[config.mk]
export PLATFORM = sky130hd
export DESIGN_NAME = hazard_scoreboard
export DESIGN_NICKNAME = d
export VERILOG_FILES = /design/src/rtl/hazard_scoreboard_pkg.sv /design/src/rtl/haz_match_prio.sv /design/src/rtl/hazard_scoreboard.sv
export SDC_FILE = /design/constraint.sdc
export NUM_CORES = 1
export LEC_CHECK = 0
export CORE_ASPECT_RATIO = 1.2
export CORE_MARGIN = 3
export CORE_UTILIZATION = 48
export DETAILED_ROUTE_END_ITERATION = 8
export PLACE_DENSITY = 0.78
export SETUP_SLACK_MARGIN = 0.2
export SLEW_MARGIN = 20
export SYNTH_ARGS = -nofsm -noshare
export SYNTH_HDL_FRONTEND = slang
export SYNTH_SLANG_ARGS = --single-unit
export TNS_END_PERCENT = 1
[constraint.sdc]
create_clock -name clk -period 1.65 [get_ports clk]
set_input_delay 0.2475 -clock clk [delete_from_list [all_inputs] [get_ports clk]]
set_output_delay 0.2475 -clock clk [all_outputs]
set_load 0.02 [all_outputs]
[src/rtl/hazard_scoreboard_pkg.sv]
// Shared types and constants for the hazard/forwarding scoreboard.
// Entry layout, regfile-select constant and parameter legality helper.
package hazard_scoreboard_pkg;

  localparam int unsigned HAZ_SEL_RF = 0;
  localparam int unsigned HAZ_REG_W  = 5;

  typedef struct packed {
    logic                 valid;
    logic [HAZ_REG_W-1:0] req_w;
    logic                 is_load;
  } haz_entry_t;

  function automatic bit haz_params_legal(input int stages, input int load_lat,
                                          input int sel_bit);
    return (stages >= 2) && (load_lat >= 1) && (load_lat < stages) &&
           (sel_bit >= $clog2(stages + 1));
  endfunction

endpackage

[src/rtl/haz_match_prio.sv]
// Priority match of one ID source operand against the in-flight scoreboard entries.
// The youngest matching entry (smallest index) wins.
module haz_match_prio
  import hazard_scoreboard_pkg::*;
#(
  parameter int STAGES  = 3,
  parameter int SEL_BIT = 2
) (
  input  logic                 use_src,
  input  logic [HAZ_REG_W-1:0] req,
  input  haz_entry_t [STAGES:1] entries,
  output logic                 hit,
  output logic [SEL_BIT-1:0]   sel,
  output logic                 is_load_hit
);

  // Walk oldest to youngest so the youngest match is the last one assigned.
  always_comb begin
    hit         = 1'b0;
    sel         = SEL_BIT'(HAZ_SEL_RF);
    is_load_hit = 1'b0;
    for (int k = STAGES; k >= 1; k--) begin
      if (use_src && (req != '0) && entries[k].valid && (entries[k].req_w == req)) begin
        hit         = 1'b1;
        sel         = SEL_BIT'(k);
        is_load_hit = entries[k].is_load;
      end
    end
  end

endmodule

[src/rtl/hazard_scoreboard.sv]
// Hazard and forwarding controller beside the ID stage: forwarding selects, load-use stall, flush.
// Optional HAZ_PERF_CNT_EN adds stall_cnt/flush_cnt event counters.
module hazard_scoreboard
  import hazard_scoreboard_pkg::*;
#(
  parameter int STAGES   = 3,
  parameter int LOAD_LAT = 1,
  parameter int SEL_BIT  = $clog2(STAGES + 1)
) (
  input  logic                 clk,
  input  logic                 rst,
  input  logic                 en,
  input  logic [HAZ_REG_W-1:0] id_req_a,
  input  logic [HAZ_REG_W-1:0] id_req_b,
  input  logic                 id_use_a,
  input  logic                 id_use_b,
  input  logic                 id_w_en,
  input  logic [HAZ_REG_W-1:0] id_req_w,
  input  logic                 id_is_load,
  input  logic                 load_pc,
  output logic [SEL_BIT-1:0]   fwd_sel_a,
  output logic [SEL_BIT-1:0]   fwd_sel_b,
  output logic                 stall,
`ifdef HAZ_PERF_CNT_EN
  output logic                 flush,
  output logic [31:0]          stall_cnt,
  output logic [31:0]          flush_cnt
`else
  output logic                 flush
`endif
);

  if (!haz_params_legal(STAGES, LOAD_LAT, SEL_BIT)) begin : g_bad_params
    $error("hazard_scoreboard: need STAGES >= 2, 1 <= LOAD_LAT < STAGES, wide SEL_BIT");
  end

  haz_entry_t [STAGES:1] entries_q, entries_d;

  logic               hit_a, hit_b;
  logic               load_a, load_b;
  logic [SEL_BIT-1:0] sel_a, sel_b;
  logic               use_stall_a, use_stall_b;
  logic               stall_raw;

  haz_match_prio #(
    .STAGES (STAGES),
    .SEL_BIT(SEL_BIT)
  ) u_match_a (
    .use_src    (id_use_a),
    .req        (id_req_a),
    .entries    (entries_q),
    .hit        (hit_a),
    .sel        (sel_a),
    .is_load_hit(load_a)
  );

  haz_match_prio #(
    .STAGES (STAGES),
    .SEL_BIT(SEL_BIT)
  ) u_match_b (
    .use_src    (id_use_b),
    .req        (id_req_b),
    .entries    (entries_q),
    .hit        (hit_b),
    .sel        (sel_b),
    .is_load_hit(load_b)
  );

  // Only the winning entry matters: a younger non-load hit masks an older load.
  always_comb begin
    use_stall_a = hit_a && load_a && (int'(sel_a) <= LOAD_LAT);
    use_stall_b = hit_b && load_b && (int'(sel_b) <= LOAD_LAT);
    stall_raw   = !load_pc && (use_stall_a || use_stall_b);
  end

  always_comb begin
    fwd_sel_a = rst ? '0 : sel_a;
    fwd_sel_b = rst ? '0 : sel_b;
    stall     = rst ? 1'b0 : stall_raw;
    flush     = rst ? 1'b0 : load_pc;
  end

  always_comb begin
    entries_d = entries_q;
    if (en) begin
      for (int k = STAGES; k >= 2; k--) begin
        entries_d[k] = entries_q[k-1];
      end
      // A stalled or squashed ID instruction enters as a bubble.
      entries_d[1].valid   = id_w_en && (id_req_w != '0) && !stall_raw && !load_pc;
      entries_d[1].req_w   = id_req_w;
      entries_d[1].is_load = id_is_load;
    end
  end

  always_ff @(posedge clk) begin
    if (rst) begin
      entries_q <= '0;
    end else begin
      entries_q <= entries_d;
    end
  end

`ifdef HAZ_PERF_CNT_EN
  logic [31:0] stall_cnt_q, flush_cnt_q;

  always_ff @(posedge clk) begin
    if (rst) begin
      stall_cnt_q <= '0;
      flush_cnt_q <= '0;
    end else if (en) begin
      if (stall_raw) stall_cnt_q <= stall_cnt_q + 32'd1;
      if (load_pc)   flush_cnt_q <= flush_cnt_q + 32'd1;
    end
  end

  assign stall_cnt = stall_cnt_q;
  assign flush_cnt = flush_cnt_q;
`endif

endmodule

==> results list <==
- Cell area after synthesis: approximately 1100 µm²
- CTS built an H-tree with a depth of 1.
* Number of global-route vias before repair: 1238
* Combined global-route utilization of all metal layers: 0.257
- Final Critical Period: ~2.1 ns
* DRC violation count after routing: 0
* Number of flip-flops in the largest register: 19
* TritonCTS clock tree: yes
- The tightest min-delay check is of the reg2reg type.
- The detail route stage leaves a number of antenna-violating nets equal to 0.
- The finished cells cover around 1800 µm².
- The flow ran to the end, but the final reports show violations.
- Placed wire-length estimate: 2.62 mm
* Crit path launch type: input pin
- The routed layout has roughly 1200 vias.
- Setup violations remaining at the end of the flow were counted as 6.
- Full die area: roughly 3000 µm²
* Initial standard-cell utilization of the core: 0.530
- The number of nets in the synthesized netlist is around 150.
- From bottom edge to top edge, the die measures between 50 and 60 µm.
- First-pass iteration count of the detailed router: 4
- Core Area: roughly 2200 µm²
- Yosys warns: 0
- Setup repair after global routing could not meet its margin everywhere.
- After clock tree synthesis, the flow added hold-fix buffers numbering 0.
- The finished layout holds around 220 standard cells, fillers aside.
* Wire length after detailed routing: 3.55 mm
- Least-Margin Pin Slew: about 0.27 ns
* Final global-route overflow total: 0
- Master cell of the clock root buffer: sky130_fd_sc_hd__clkbuf_4
- During I/O placement, the number of pins put on the boundary was 29.
- Leakage: ~0.83 nW
* Maximum clock insertion buffer count: 2
* Floorplan die width: 50.6 µm
- Setup slack on the critical path of the routed design comes to -0.487 ns.
- Compared with the post-synthesis result, the final layout area differs by 59.2%.
- The clock drives 19 sinks.
- DR vias/cell: approximately 5.3
- Top flop regs: entries_q (19)
- Dividing the final minimum period by the clock period gives 1.29.
- The final layout contains about 210 nets.
- Max Used Layer: met4
- Wire length on met2: 1.93 mm
* Power per unit of standard cell area: between 500 and 600 nW/µm²
- The first global-routing pass estimated approximately 5.7 mm of wire.
- Along the worst path, the maximum fanout reaches 3.
- Cell count after placement: 210
- Placed cell area: 1700 µm²
- The tightest hold path in the finished design has a slack of ~0.52 ns.
- The final reports fail on negative setup slack.
- Max-slew violation total from the final report: 0
- Seq cells post-synth: 19
- Number of antenna cells inserted: 0
- For this run, the share of the core covered by cells in the final layout is 0.843.
- In the final layout, the share of cells above drive strength 1 is 0.402.
- Relative slew margins: 0.821
* Clock slew seen by the registers of the worst setup and hold paths: approximately 0.12 ns
- Hold Fails Final Rpt: 0
- Maximum number of pins on one net before global-route repair: 14
- In the final routed layout, each cell accounts on average for about 16 µm.
* Syn_area_per_cell: slightly above 9 µm²
- Synthesis produced approximately 130 cells.
- The detailed router put a total of 1.38 mm of wire on met1.
- Across the VDD grid, the largest voltage drop is roughly 0.76 mV.
- STA puts the critical path data required time at 1.40 ns.
- The initial antenna violation count came to 0.
* Number of different library cells in the post-synthesis netlist: 25
- Clock skew on the completed layout was measured at between 0.01 and 0.015 ns.
- STA classifies the critical path endpoint as an output pin.
* Insertion delay to the later sink of the worst-skew pair: ~0.33 ns
- After floorplanning, the core was divided into 18 placement rows.
- At the end of routability-driven placement, the weighted congestion stood at approximately 0.93.
- Port buffering added 28 buffers.
- At the worst endpoint, the arrival time is between 1.5 and 2 ns.
- DRC violation total after the first TritonRoute iteration: 15
- After detailed routing, the met3 layer carries 139 µm of wire.
- Largest Register: entries_q
* Clock buffers created by TritonCTS: 3
- Max-cap viol count: 0
- Based on the critical path, the design can be clocked at up to between 400 and 500 MHz.
- Share of synthesized area occupied by flip-flops and latches: 0.332
- The worst setup path is of the in2out kind.
==> worst max-delay path: stages <==
cell and delay (ns):
sky130_fd_sc_hd__dlygate4sd2_1 0.26, sky130_fd_sc_hd__or4_1 0.52, sky130_fd_sc_hd__o21a_1 0.22, sky130_fd_sc_hd__and4_4 0.21, sky130_fd_sc_hd__buf_4 0.13, sky130_fd_sc_hd__a211oi_2 0.14
sky130_fd_sc_hd__buf_4 0.17
==> final cells by class <==
class	instances	area [µm²]
repair buffers	64	529
clock inverters	1	5.00
well taps	30	37.5
flip-flops and latches	19	398
fillers	134	339
multi-input cells	102	831
clock buffers	3	22.5
==> what timing repair did <==
action,CTS,global route
gates resized for setup,65,9
setup endpoints to repair,7,6
setup buffers,4,1
pin swaps,20,10
==> worst paths after layout <==
| path | start | endpoint | slack (ns) | depth (start not counted) |
|---|---|---|---|---|
| setup / recovery | id_req_b[1] | fwd_sel_b[1] | -0.49 | 7 |
| hold / removal | entries_q[0] | entries_q[0] | 0.52 | 2 |
| setup reg to reg | entries_q[3] | entries_q[6] | -0.06 | 6 |
| hold reg to reg | entries_q[0] | entries_q[0] | 0.52 | 2 |
==> stage by stage <==
| stage | setup WS (ns) | total power, mW | TNS, ns |
|---|---|---|---|
| 6_report | -0.487 | 1.02 | -2.23 |
| 3_5_place_dp | -1.07 | 0.745 | -5.95 |
| 5_1_grt | -0.561 | 1.07 | -2.80 |
| 3_3_place_gp | -1.01 | 0.734 | -5.51 |
| 4_1_cts | -0.454 | 1.01 | -2.25 |
| 2_1_floorplan | -0.0676 | 0.605 | -0.189 |
==> metal layers <==
| metal | GRT usage | vias up |
|---|---|---|
| li1 | - | 561 |
| met1 | 0.265 | 544 |
| met2 | 0.504 | 39 |
| met3 | 0.0378 | 9 |
| met4 | 0.115 | 0 |
| met5 | 0 | - |
==> cell usage after synthesis (all sizes together) <==
master	n	share of area
nand2b	1	0.0055
buf	2	0.0087
xnor2	6	0.046
and2	1	0.0055
nor3	2	0.0087
o31a	1	0.0077
nor2b	2	0.011
clkbuf	3	0.0098
nand3	1	0.0044
nor2	24	0.081
nor4	6	0.033
or4	2	0.013
a41oi	1	0.0077
xor2	24	0.18
and4	2	0.020
nand4	2	0.011
a211oi	3	0.024
and3	1	0.0055
nand2	2	0.0066
dfxtp	19	0.33
o21a	2	0.013
a31oi	1	0.0055
mux2i	18	0.16
==> cell usage in the layout, fill, tap and decap left out, drive strengths merged <==
cell | netlist | routed
a211oi | 3 | 3
a31oi | 1 | 1
a41oi | 1 | 1
and2 | 1 | 1
and3 | 1 | 1
and4 | 2 | 2
buf | 2 | 44
clkbuf | 3 | 3
clkdlybuf4s15 | 0 | 3
clkdlybuf4s50 | 0 | 12
clkinv | 0 | 1
dfxtp | 19 | 19
dlygate4sd2 | 0 | 5
mux2i | 18 | 18
nand2 | 2 | 2
nand2b | 1 | 1
nand3 | 1 | 1
nand4 | 2 | 2
nor2 | 24 | 24
nor2b | 2 | 2
nor3 | 2 | 2
nor4 | 6 | 6
o21a | 2 | 2
o31a | 1 | 1
or4 | 2 | 2
xnor2 | 6 | 6
xor2 | 24 | 24
==> where the power goes <==
part           total [mW]  internal (mW)  switching, mW
Sequential          0.497          0.475         0.0213
Clock               0.268         0.0911          0.177
Combinational       0.253          0.138          0.116
==> logic make-up (layout without fill, tap and decap cells) <==
logic type / Yosys count / after routing / share of synthesized area
compound gates: 8 / 8 / 0.0579
xor+xnor: 30 / 30 / 0.230
buf+inv: 5 / 68 / 0.0186
flops: 19 / 19 / 0.332
mux: 18 / 18 / 0.157
simple gates: 46 / 46 / 0.204
Note: power is estimated with default switching activity, not from simulation.
